## config.mk

```make
export PLATFORM = sky130hd
export DESIGN_NAME = ascii_uart_tx
export DESIGN_NICKNAME = d
export VERILOG_FILES = /design/src/rtl/ascii_uart_tx.sv
export SDC_FILE = /design/constraint.sdc
export NUM_CORES = 1
export LEC_CHECK = 0
export ABC_AREA = 0
export CORE_UTILIZATION = 55
export DETAILED_ROUTE_END_ITERATION = 12
export GPL_TIMING_DRIVEN = 0
export PLACE_DENSITY = 0.76
export SYNTH_ARGS = -nofsm -noshare
export SYNTH_HDL_FRONTEND = slang
export SYNTH_SLANG_ARGS = --single-unit
```

## constraint.sdc

```tcl
create_clock -name clk -period 5.65 [get_ports clk]
set_input_delay 0.565 -clock clk [delete_from_list [all_inputs] [get_ports clk]]
set_output_delay 0.565 -clock clk [all_outputs]
set_load 0.03 [all_outputs]
```

## src/rtl/ascii_uart_tx.sv

```systemverilog
// rtl/ascii_uart_tx.sv - 8N1 UART transmitter fed by a small burst-absorbing byte FIFO
module ascii_uart_tx #(
  parameter int DIV   = 4,
  parameter int DEPTH = 8
) (
  input  logic       clk,
  input  logic       rst_n,
  input  logic [7:0] in_data,
  input  logic       in_valid,
  output logic       in_ready,
  input  logic       clr_ovf,
  output logic       tx,
  output logic       busy,
  output logic [3:0] fifo_level,
  output logic       overflow
);
  localparam int BW = $clog2(DIV);
  localparam int PW = (DEPTH > 1) ? $clog2(DEPTH) : 1;
  localparam logic [BW-1:0] BAUD_LAST  = BW'(DIV - 1);
  localparam logic [3:0]    LEVEL_FULL = 4'(DEPTH);

  typedef enum logic [1:0] {IDLE, START, DATA, STOP} state_t;

  state_t        state, state_n;
  logic [BW-1:0] baud_cnt, baud_cnt_n;
  logic [2:0]    bit_cnt, bit_cnt_n;
  logic [7:0]    shift, shift_n;
  logic          tx_n;
  logic [7:0]    mem [DEPTH];
  logic [PW-1:0] wr_ptr, rd_ptr;
  logic          full, push, pop, baud_end, have_data;

  // Full is judged on the pre-edge level, so a pop on the same edge never rescues a write.
  assign full      = (fifo_level == LEVEL_FULL);
  assign in_ready  = !full;
  assign push      = in_valid && !full;
  assign have_data = (fifo_level != 4'd0);
  assign baud_end  = (baud_cnt == BAUD_LAST);
  assign busy      = (state != IDLE);

  always_ff @(posedge clk) begin
    if (push) mem[wr_ptr] <= in_data;
  end

  always_ff @(posedge clk or negedge rst_n) begin
    if (!rst_n) begin
      wr_ptr     <= '0;
      rd_ptr     <= '0;
      fifo_level <= 4'd0;
      overflow   <= 1'b0;
    end else begin
      if (push) wr_ptr <= (DEPTH == 1) ? '0 : wr_ptr + 1'b1;
      if (pop)  rd_ptr <= (DEPTH == 1) ? '0 : rd_ptr + 1'b1;
      case ({push, pop})
        2'b10:   fifo_level <= fifo_level + 4'd1;
        2'b01:   fifo_level <= fifo_level - 4'd1;
        default: fifo_level <= fifo_level;
      endcase
      if (in_valid && full) overflow <= 1'b1;
      else if (clr_ovf)     overflow <= 1'b0;
    end
  end

  always_ff @(posedge clk or negedge rst_n) begin
    if (!rst_n) begin
      state    <= IDLE;
      baud_cnt <= '0;
      bit_cnt  <= 3'd0;
      shift    <= 8'd0;
      tx       <= 1'b1;
    end else begin
      state    <= state_n;
      baud_cnt <= baud_cnt_n;
      bit_cnt  <= bit_cnt_n;
      shift    <= shift_n;
      tx       <= tx_n;
    end
  end

  always_comb begin
    state_n    = state;
    baud_cnt_n = baud_cnt;
    bit_cnt_n  = bit_cnt;
    shift_n    = shift;
    tx_n       = tx;
    pop        = 1'b0;
    case (state)
      IDLE: begin
        tx_n       = 1'b1;
        baud_cnt_n = '0;
        if (have_data) begin
          pop     = 1'b1;
          shift_n = mem[rd_ptr];
          tx_n    = 1'b0;
          state_n = START;
        end
      end
      START: begin
        if (baud_end) begin
          baud_cnt_n = '0;
          bit_cnt_n  = 3'd0;
          tx_n       = shift[0];
          state_n    = DATA;
        end else begin
          baud_cnt_n = baud_cnt + 1'b1;
        end
      end
      DATA: begin
        if (baud_end) begin
          baud_cnt_n = '0;
          shift_n    = {1'b0, shift[7:1]};
          bit_cnt_n  = bit_cnt + 3'd1;
          if (bit_cnt == 3'd7) begin
            tx_n    = 1'b1;
            state_n = STOP;
          end else begin
            tx_n = shift[1];
          end
        end else begin
          baud_cnt_n = baud_cnt + 1'b1;
        end
      end
      STOP: begin
        if (baud_end) begin
          baud_cnt_n = '0;
          // Chain straight into the next start bit so bursts leave no idle gap.
          if (have_data) begin
            pop     = 1'b1;
            shift_n = mem[rd_ptr];
            tx_n    = 1'b0;
            state_n = START;
          end else begin
            state_n = IDLE;
          end
        end else begin
          baud_cnt_n = baud_cnt + 1'b1;
        end
      end
      default: state_n = IDLE;
    endcase
  end
endmodule

```

---- Yosys cells after proc, flatten, opt, wreduce, memory -nomap -nowiden ----
Memories as Yosys holds them, arrays and structs flattened.
Index checks and enable logic that the tools add are counted.
Widths: inputs -> output; s select.
word-level totals
  flip-flop bits (word level) ............. 27
  memory bits (writable) .................. 64
  output and inout bits ................... 8
  memories ................................ 1
operators by class
  add/subtract/negate cells ............... 6
  equal/unequal tests ..................... 14
  mux-type cells .......................... 31
  reduce and logical (&&, ||, !) cells .... 15
memories
  memory  words  bits a word  rd ports  clocked after memory_dff  wr ports  line  source
  mem     8      8            1         0                         1         29    logic [7:0] mem [DEPTH];
operator list
  operator             number
  $mux 8               3
  $pmux 8 s3           1
  $mux 1               13
  $mux 2               6
  $ne 2x2->1 const B   6
  $add 3x1->3 const B  3
  $eq 2x2->1 const B   4
  $pmux 2 s4           1
  $pmux 4 s2           1
  $reduce_bool 2->1    4
  $mux 3               2
  $pmux 3 s2           1
  $reduce_and 3->1     2
  $reduce_and 5->1     1
  $add 4x1->4 const B  1
  $eq 2x1->1 const B   2
  $eq 4x4->1 const B   1
  $pmux 1 s4           1
  $pmux 2 s2           1
  $reduce_and 4->1     1
  $reduce_bool 4->1    1
  $sub 4x1->4 const B  1
  $eq 3x3->1 const B   1
  $reduce_bool 3->1    1
  other kinds (6)      7

---- Logic depth before layout (Yosys ltp) ----
Gate-level depths: netlist of the first run.
  word-level depth ........................ 6
  depth in mapped cells ................... 11
  depth with buffers taken out ............ 11

---- Worst setup path after synthesis of the first run ----
No wires, ideal clock.
  path kind ............................... register -> register
  from .................................... reg fifo_level[1]
  to ...................................... reg fifo_level[2]
  data arrival time ....................... 2.381 ns
  data required time ...................... 5.510 ns
  path slack .............................. 3.129 ns
  cell stages (with the launch flop) ...... 12
  buffers on the path ..................... 1
  cell sequence ........................... dfrtp_1 > buf_2 > nor4b_1 > nor2b_1 > inv_1 > ha_1 > xor2_1 > ha_1 > a21oi_1 > xor2_1 > nor2_1 > xor2_1
on the way
  longest elaborated chain between the ends .. 6
  elaborated cells on any way between the ends .. 13
  those cells by class .................... add/sub (2); eq/ne (3); mux (4); reduce/logical (4)
RTL lines
  item                                                    line     source
  from (decl)                                             14       output logic [3:0] fifo_level,
  from (signal assigned)                                  55       2'b10: fifo_level <= fifo_level + 4'd1;
  from (signal assigned)                                  56       2'b01: fifo_level <= fifo_level - 4'd1;
  from (signal assigned)                                  57       default: fifo_level <= fifo_level;
  $reduce_bool 4->1                                       37       assign have_data = (fifo_level != 4'd0);
  $mux 1                                                  91, 127
  $mux 1                                                  124      if (baud_end) begin
  $pmux 1 s2                                              87       case (state)
  $eq 2x1->1 / $eq 2x2->1 (equally long branches)         54       case ({push, pop})
  $pmux 4 s2 / $reduce_bool 2->1 (equally long branches)  --
Parallel ways exist; a longest one is shown, timed or not.
A chain may end at the register's enable or synchronous reset.

---- Final worst setup path of the first run ----
  from .................................... in in_valid
  to ...................................... mem mem[3][0] (enable)
on the way
  longest elaborated chain between the ends .. 3
RTL lines
  item                          line  source
  from (decl)                   9     input logic in_valid,
  $logic_and 1x1->1             36    assign push = in_valid && !full;
  $mux 1                        42    if (push) mem[wr_ptr] <= in_data;
  $mux 1 (not written as such)  42
  to (decl)                     29
No other way between the ends.

==> results of run 1 <==
[layer usage]
| metal | GRT usage, % | up-vias |
|---|---|---|
| met5 | 0 | - |
| met4 | 8.333 | 0 |
| met3 | 4.171 | 10 |
| met2 | 33.57 | 66 |
| met1 | 26.14 | 1055 |
| li1 | - | 982 |
[stage by stage]
stage	std cells	worst slack (ns)	hold WS, ns
detailed placement	353	2.502	0.4320
global route	370	2.571	0.2457
CTS	369	2.886	0.4482
global placement	352	2.271	0.4233
finish	370	2.897	0.2117
floorplan	237	3.129	0.2694
[cells by family after synthesis]
logic type | after synthesis | share of synthesized area [%]
DFF | 91 | 65.54
and+or+nand+nor | 43 | 5.365
muxes | 35 | 15.08
AOI/OAI and AO/OA | 28 | 4.860
buffers and inverters | 17 | 2.745
adders and majority gates | 14 | 4.418
xor gates and xnor gates | 9 | 1.988
[layout make-up]
cell class                      count  share of cell area (%)
Multi-Input combinational cell    129                   28.28
Buffer                             10                   1.841
Sequential cell                    91                   57.94
Clock inverter                      7                   1.450
Timing Repair Buffer               21                   4.463
Tap cell                           96                   2.678
Inverter                            7                  0.5858
Clock buffer                        9                   2.762
[power by group]
group          switching, mW  internal [mW]  leakage, nW
Combinational          0.513          0.470        0.640
Sequential             0.104          0.891        0.909
Clock                  0.247          0.171       0.0947
Total                  0.864           1.53         1.64
[synth_stat cells (6+ instances only)]
cell | count | area, µm²
mux2i_1 | 8 | 80.08
mux4_1 | 9 | 236.5
mux4_2 | 7 | 157.7
edfxtp_1 | 64 | 1922
xor2_1 | 6 | 52.55
o21ai_1 | 7 | 35.03
dfrtp_1 | 26 | 650.6
nand2_1 | 17 | 63.81
mux2_2 | 11 | 123.9
nor3_1 | 7 | 35.03
ha_1 | 14 | 175.2
inv_1 | 7 | 26.28
[worst paths after layout]
path | slack (ns) | cells after the start | endpoint
worst max-delay path | 2.90 | 4 | mem[3][0]
worst min register to register | 0.44 | 1 | baud_cnt[0]
max in group asynchronous | 5.03 | 1 | bit_cnt[2]
min in group clk | 0.44 | 1 | baud_cnt[0]
worst max register to register | 2.93 | 4 | mem[3][0]
worst min-delay path | 0.21 | 1 | fifo_level[2]
[state kept, by name (all words and copies together) (netlist names)]
register	cells
shift	8
state	2
wr_ptr	3
baud_cnt	2
overflow	1
fifo_level	4
tx	1
bit_cnt	3
mem	64
rd_ptr	3
[worst max-delay path, delay by kind of cell]
| kind | cells | cell delay [ns] |
|---|---|---|
| buffers and inverters | 2 | 0.68 |
| and+or+nand+nor | 2 | 1.47 |
==> impl_metrics.csv, run 1 <==
group,metric,value,unit
clock_tree,cts_hold_buf,0,
logic_synthesis,synthArstFlopShare,29.67,%
detailed_routing,wl_met3,267,µm
layout,layout_commonest_cell,"edfxtp_1",
die,io_pins,20,
die,die_w,86.91,µm
layout,n_antenna_cell,0,
setup_path,critPathMaxFanout,8,
sta,finalSetupViolations,0,
sta,timing.fmax,0.3632,GHz
setup_path,path_class,"input port to register",
global_route,grt_antenna_before_repair,0,
placement,port_buffers,19,
sta,timing.final.crit_share,48.72,%
setup_path,worstSetupStartpointType,"input port",
detailed_routing,wl_met1,3076,µm
global_route,grt_max_degree,28,
logic_synthesis,netlist_area,3965,µm²
logic_synthesis,ys.flop_type,"edfxtp_1",
die,die_y,86.91,µm
power,leakage,1.644,nW
die,rows,30,
power,fin_total_pwr,2.396,mW
detailed_routing,antenna_left,0,
setup_path,cp_data_required_time,5.61,ns
die,start_util,57.72,%
clock_tree,clockRootBuffer,"clkbuf_8",
setup_path,cp_cell_sequence,"clkdlybuf4s50_1 -> nor2b_1 -> inv_1 -> nor3_1",
sta,rsz0062_at_grt,"no",
power,power_density,534.3,nW/µm²
sta,fin_worst_skew,0.01339,ns
sta,slew_headroom,7.663,%
detailed_routing,drt-wirelength-per-cell,18.66,µm
clock_tree,tritoncts,"built",
clock_tree,post_cts_buffers,0,
detailed_routing,highest_layer,"met4",
layout,multiInputGateArea,1269,µm²
placement,place_area,4294,µm²
layout,most-common-layout-cells,"64 x edfxtp_1, 26 x dfrtp_1, 18 x clkdlybuf4s50_1",
setup_path,cp_slowest_stage_delay,1.12,ns
logic_synthesis,synth_edf_count,64,
clock_tree,clk_latency,0.36,ns
detailed_routing,dr_wl_met2,3462,µm
sta,final.setup.tns,0,ns
setup_path,r2r-start,"fifo_level[0]",
layout,areaGrowthSynthToFinish,13.13,%
setup_path,crit_path_end_kind,"register",
clock_tree,htreeDepth,3,
setup_path,cp_slowest_cell,"nor3_1",
layout,fillers,505,
setup_path,arrival,2.71,ns
logic_synthesis,avgSynthCellArea,16.73,µm²
power,ir_drop,253.9,µV
min_path,min_path_type,"input port to async pin",
die,dieArea,7552,µm²
logic_synthesis,mappedNetlistNets,263,
die,core-area,6869,µm²
placement,hpwl,4435,µm
logic_synthesis,syn_inst,237,
setup_path,startpoint,"in_valid",
clock_tree,clock-sinks,91,
layout,final_area,4486,µm²
detailed_routing,vias_per_cell,5.711,
sta,worst_slew_pin_slew,1.374,ns
logic_synthesis,synth_cell_types,37,
clock_tree,cts_buffer_depth,2,
detailed_routing,drt_pass1_iterations,4,
layout,finish.utilization,65.30,%
sta,finalHoldViolations,0,
detailed_routing,routed_wl,6905,µm
logic_synthesis,synth-seq-cells,91,
layout,regArea,2599,µm²
layout,drive_above_1_share,18.98,%
global_route,grt_overflow_total,0,
global_route,grt_pass1_vias,2066,
logic_synthesis,ys_seq_area_share,65.54,%
detailed_routing,vias,2113,
sta,drv_slew,0,
outcome,status,"finished clean",
run,maxCapViolCount,0,
clock_tree,numCtsBuffers,9,
global_route,grt_usage,20.21,%
sta,fin_crit,2.753,ns
clock_tree,cts.repair.resized,0,
clock_tree,clkTransAtPathRegs,0.10,ns
detailed_routing,drtIter0Drc,216,
global_route,grt_pass1_wl,10810,µm
layout,fin_nets,295,
logic_synthesis,synth_warnings,0,
placement,place_congestion,0.7095,
detailed_routing,drc,0,
No activity file was read; power rests on OpenSTA's default activity.
==> run 2: changes to the inputs <==
--- a/config.mk
+++ b/config.mk
@@ -6,10 +6,10 @@
 export NUM_CORES = 1
 export LEC_CHECK = 0
 export ABC_AREA = 0
-export CORE_UTILIZATION = 55
+export CORE_UTILIZATION = 54
 export DETAILED_ROUTE_END_ITERATION = 12
 export GPL_TIMING_DRIVEN = 0
-export PLACE_DENSITY = 0.76
+export PLACE_DENSITY = 0.78
 export SYNTH_ARGS = -nofsm -noshare
 export SYNTH_HDL_FRONTEND = slang
 export SYNTH_SLANG_ARGS = --single-unit
==> constraint.sdc (replaced) <==
create_clock -name clk -period 2.43 [get_ports clk]
set_input_delay 0.243 -clock clk [delete_from_list [all_inputs] [get_ports clk]]
set_output_delay 0.243 -clock clk [all_outputs]
set_load 0.03 [all_outputs]
==> impl_metrics.csv, run 2 (same netlist as run 1, synthesis figures left out) <==
group,metric,value,unit
die,dieArea,7690,µm²
detailed_routing,drt-wirelength-per-cell,18.53,µm
global_route,grt_usage,20.50,%
layout,fillers,495,
clock_tree,cts_buffer_depth,2,
sta,finalHoldViolations,0,
setup_path,cp_data_required_time,2.42,ns
layout,n_antenna_cell,0,
power,power_density,1249,nW/µm²
global_route,grt_pass1_vias,2059,
global_route,grt_max_degree,28,
die,core-area,6944,µm²
clock_tree,clockRootBuffer,"clkbuf_8",
run,maxCapViolCount,0,
die,die_y,87.69,µm
power,fin_total_pwr,5.708,mW
sta,slew_headroom,18.98,%
layout,layout_commonest_cell,"edfxtp_1",
global_route,grt_pass1_wl,10970,µm
detailed_routing,vias_per_cell,5.618,
detailed_routing,vias,2090,
detailed_routing,antenna_left,0,
sta,fin_crit,2.384,ns
clock_tree,htreeDepth,3,
min_path,min_path_type,"input port to async pin",
power,leakage,1.669,nW
detailed_routing,routed_wl,6894,µm
layout,regArea,2599,µm²
layout,top_register,"mem",
sta,timing.final.crit_share,98.11,%
die,io_pins,20,
clock_tree,numCtsBuffers,9,
sta,worst_slew_pin_slew,1.205,ns
detailed_routing,drt_pass1_iterations,4,
layout,top_regs,"mem (64), shift (8), fifo_level (4)",
layout,largest_reg_flops,64,
setup_path,cp_slowest_stage_delay,0.92,ns
sta,final.setup.tns,0,ns
die,start_util,57.10,%
global_route,grt_overflow_total,0,
setup_path,critPathMaxFanout,8,
power,ir_drop,556.5,µV
setup_path,cp_cell_sequence,"nor4b_4 -> nor2b_2 -> inv_2 -> nor4_2",
setup_path,worstSetupStartpointType,"register",
layout,multiInputGateArea,1330,µm²
detailed_routing,drtIter0Drc,138,
setup_path,cp_slowest_cell,"nor4_2",
sta,timing.fmax,0.4194,GHz
layout,areaGrowthSynthToFinish,15.27,%
sta,rsz0062_at_grt,"yes",
placement,place_congestion,0.7615,
sta,drv_slew,0,
layout,drive_above_1_share,22.46,%
layout,most-common-layout-cells,"64 x edfxtp_1, 26 x dfrtp_1, 18 x clkdlybuf4s50_1",
placement,place_area,4293,µm²
setup_path,crit_cells,4,
setup_path,crit_path_end_kind,"register",
clock_tree,tritoncts,"built",
setup_path,reg2reg_depth,4,
detailed_routing,drc,0,
die,rows,30,
clock_tree,clk_latency,0.37,ns
die,die_w,87.69,µm
clock_tree,clkTransAtPathRegs,0.10,ns
setup_path,path_buf_inv,1,
clock_tree,clock-sinks,91,
outcome,status,"finished clean",
placement,port_buffers,19,
setup_path,arrival,2.37,ns
placement,hpwl,4352,µm
global_route,grt_antenna_before_repair,0,
sta,fin_worst_skew,0.008689,ns
layout,final_area,4571,µm²
setup_path,critPathTopFamily,"simple AND/OR/NAND/NOR gates",
sta,finalSetupViolations,0,
layout,finish.utilization,65.82,%
layout,fin_nets,297,
setup_path,path_class,"register to register",
run 2: power by group:
group	internal [mW]	switching, mW
clock network	0.400	0.599
logic	1.15	1.23
registers	2.07	0.261
run 2: per-stage QoR:
stage | instances | setup WS, ns | hold slack (ns)
final | 372 | 0.04582 | 0.4202
after CTS | 368 | -0.2587 | 0.4433
after global routing | 372 | -0.09366 | 0.4750
after detailed placement | 352 | -0.5006 | 0.4289
after global placement | 352 | -0.3967 | 0.4209
after floorplan | 237 | -0.03085 | -0.05259
run 2: repair_timing:
item	4_1_cts	5_1_grt
hold endpoints to repair	0	26
hold buffers	0	1
resized for setup	5	4
pin swaps	0	1
setup endpoints to repair	35	19
setup buffers	0	3
run 2: per-layer routing:
metal | up-vias | GRT usage (%) | routed length (µm)
met2 | 38 | 31.75 | 3388
met3 | 12 | 3.770 | 185
li1 | 989 | - | -
met5 | - | 0 | 0
met4 | 0 | 9.091 | 127
met1 | 1051 | 28.80 | 3192
run 2: cell type report:
type                            instances  area share, %
Tap cell                               96          2.628
Timing Repair Buffer                   23          4.763
Clock inverter                          7          1.560
Buffer                                 10          1.807
Inverter                                7         0.5749
Sequential cell                        91          56.86
Multi-Input combinational cell        129          29.10
Clock buffer                            9          2.710
run 2: final timing paths:
| path | start | endpoint | slack [ns] |
|---|---|---|---|
| hold reg to reg | baud_cnt[0] | baud_cnt[0] | 0.45 |
| setup reg to reg | fifo_level[0] | mem[0][1] | 0.05 |
| setup / recovery | fifo_level[0] | mem[0][1] | 0.05 |
| max in group asynchronous | rst_n | shift[7] | 1.60 |
| hold / removal | rst_n | fifo_level[3] | 0.42 |
| min in group clk | baud_cnt[0] | baud_cnt[0] | 0.45 |
==> run 3: changes to the inputs <==
--- a/config.mk
+++ b/config.mk
@@ -8,7 +8,7 @@
 export ABC_AREA = 0
 export CORE_UTILIZATION = 54
 export DETAILED_ROUTE_END_ITERATION = 12
-export GPL_TIMING_DRIVEN = 0
+export GPL_TIMING_DRIVEN = 1
 export PLACE_DENSITY = 0.78
 export SYNTH_ARGS = -nofsm -noshare
 export SYNTH_HDL_FRONTEND = slang
==> impl_metrics.csv, run 3 (same netlist as run 1, synthesis figures left out) <==
group,metric,value,unit
detailed_routing,drc,0,
die,rows,30,
die,die_y,87.69,µm
sta,worst_slew_pin_slew,0.7189,ns
detailed_routing,drt-wirelength-per-cell,17.93,µm
clock_tree,cts_hold_buf,0,
placement,place_congestion,0.7250,
global_route,grt-busiest-layer,"met2",
sta,timing.fmax,0.4477,GHz
global_route,grtUsageMet2,33.24,%
die,start_util,57.10,%
power,power_switching_share,35.85,%
layout,n_antenna_cell,0,
outcome,status,"finished clean",
setup_path,cp_cell_sequence,"inv_1 -> ha_1 -> nor3_2 -> ha_1 -> xor2_1 -> ha_1 -> a21oi_1 -> xor2_1 -> nor2_1 -> xor2_1",
detailed_routing,vias_per_cell,5.577,
sta,fin_crit,2.234,ns
clock_tree,htreeDepth,3,
setup_path,critPathMaxFanout,5,
layout,areaGrowthSynthToFinish,15.15,%
detailed_routing,routed_wl,6779,µm
global_route,grt_pass1_wl,11050,µm
setup_path,critPathTopFamily,"adder cells",
clock_tree,clk_latency,0.36,ns
sta,drv_slew,0,
global_route,grt_use_met3,3.582,%
layout,top_regs,"mem (64), shift (8), fifo_level (4)",
setup_path,path_class,"register to register",
die,dieArea,7690,µm²
clock_tree,cts_buffer_depth,2,
sta,finalSetupViolations,0,
power,power.clock.fraction,17.5,%
setup_path,cp_slowest_cell,"dfrtp_1",
power,combPwrFrac,39.1,%
clock_tree,clkTransAtPathRegs,0.10,ns
global_route,grt_usage,20.51,%
die,io_pins,20,
detailed_routing,drt_pass1_iterations,4,
detailed_routing,antenna_left,0,
global_route,grt_antenna_before_repair,0,
global_route,grt_pass1_vias,2149,
global_route,grtUsageMet1,27.39,%
sta,finalHoldViolations,0,
sta,timing.final.crit_share,91.93,%
setup_path,path_buf_inv,1,
sta,slew_headroom,52.07,%
sta,hold_ws,0.2547,ns
setup_path,worstSetupStartpointType,"register",
layout,largest_reg_flops,64,
min_path,min_path_type,"input port to async pin",
setup_path,cp_slowest_stage_delay,0.41,ns
clock_tree,post_cts_buffers,0,
setup_path,crit_path_end_kind,"register",
power,leakage,1.692,nW
sta,fin_worst_skew,0.01129,ns
sta,rsz0062_at_grt,"no",
power,p_seq_share,43.3,%
layout,most-common-layout-cells,"64 x edfxtp_1, 26 x dfrtp_1, 20 x buf_4",
global_route,grt_max_degree,28,
layout,layout_commonest_cell,"edfxtp_1",
global_route,grt_overflow_total,0,
die,core-area,6944,µm²
placement,hpwl,4595,µm
power,p_int,3.564,mW
layout,top_register,"mem",
clock_tree,numCtsBuffers,9,
setup_path,arrival,2.49,ns
power,switching_power,1.991,mW
clock_tree,tritoncts,"built",
placement,port_buffers,19,
clock_tree,clockRootBuffer,"clkbuf_8",
detailed_routing,vias,2108,
layout,drive_above_1_share,21.99,%
clock_tree,clock-sinks,91,
power,fin_total_pwr,5.555,mW
setup_path,cp_data_required_time,2.68,ns
power,ir_drop,669.2,µV
run,maxCapViolCount,0,
layout,fin_nets,303,
detailed_routing,drtIter0Drc,185,
die,die_w,87.69,µm
power,power_density,1217,nW/µm²
[run 3: cell count changes in the layout (fill, tap and decap cells not counted), sizes merged]
cell           previous run  this run
clkinvlp                  0         2
inv                      10        12
clkdlybuf4s50            18        19
clkinv                    4         0
clkbuf                   10         9
buf                      13        20
dlygate4sd3               1         0
[run 3: worst register-to-register path, cell delays in order, from the launching register on]
cell and delay, ns:
dfrtp_1 0.41, inv_1 0.11, ha_1 0.33, nor3_2 0.26
ha_1 0.23, xor2_1 0.08, ha_1 0.19, a21oi_1 0.17
xor2_1 0.16, nor2_1 0.06, xor2_1 0.14
[run 3: power by group through the flow]
stage / logic (mW) / clock network, mW / registers [mW]
floorplan: 1.65 / 0 / 2.37
global placement: 2.11 / 0 / 2.40
detailed placement: 2.17 / 0 / 2.43
CTS: 2.18 / 1.01 / 2.39
global route: 2.39 / 1.06 / 2.46
finish: 2.17 / 0.974 / 2.41
[run 3: cell type report]
| cell class | instances | area (µm²) |
|---|---|---|
| Fill cell | 490 | 2379 |
| Clock inverter | 7 | 66.31 |
| Inverter | 7 | 26.28 |
| Clock buffer | 9 | 123.9 |
| Tap cell | 96 | 120.1 |
| Sequential cell | 91 | 2599 |
| Timing Repair Buffer | 39 | 340.3 |
| Multi-Input combinational cell | 129 | 1290 |
[run 3: path summary, 6_finish.rpt]
kind	start	to	slack (ns)	cells past startpoint
max in group asynchronous	rst_n	tx	1.87	2
min in group clk	baud_cnt[0]	baud_cnt[0]	0.44	1
hold / removal	rst_n	fifo_level[3]	0.25	2
hold reg to reg	baud_cnt[0]	baud_cnt[0]	0.44	1
setup / recovery	state[0]	fifo_level[2]	0.20	10
setup reg to reg	state[0]	fifo_level[2]	0.20	10
[run 3: metrics by stage]
stage / worst slack, ns / cell area (µm²) / setup TNS (ns) / utilization, % / cells
after global routing: 0.005554 / 4566 / 0 / 65.75 / 378
after detailed placement: 0.1476 / 4355 / 0 / 62.72 / 362
final: 0.1962 / 4566 / 0 / 65.75 / 378
after global placement: 0.1889 / 4355 / 0 / 62.72 / 362
after CTS: 0.1324 / 4546 / 0 / 65.46 / 378
after floorplan: -0.03085 / 3978 / -0.03085 / - / 237
[run 3: metal layers]
| layer | wire length (µm) | vias up | share of wire [%] |
|---|---|---|---|
| met5 | 0 | - | 0 |
| met4 | 144 | 0 | 2.1 |
| met3 | 264 | 11 | 3.9 |
| met2 | 3344 | 47 | 49 |
| met1 | 3025 | 1058 | 45 |
| li1 | - | 992 | - |
[run 3: timing repair]
| action | CTS | global route |
|---|---|---|
| endpoints found under the hold margin | 0 | 0 |
| gates resized for setup | 0 | 3 |
| setup endpoints to repair | 0 | 2 |
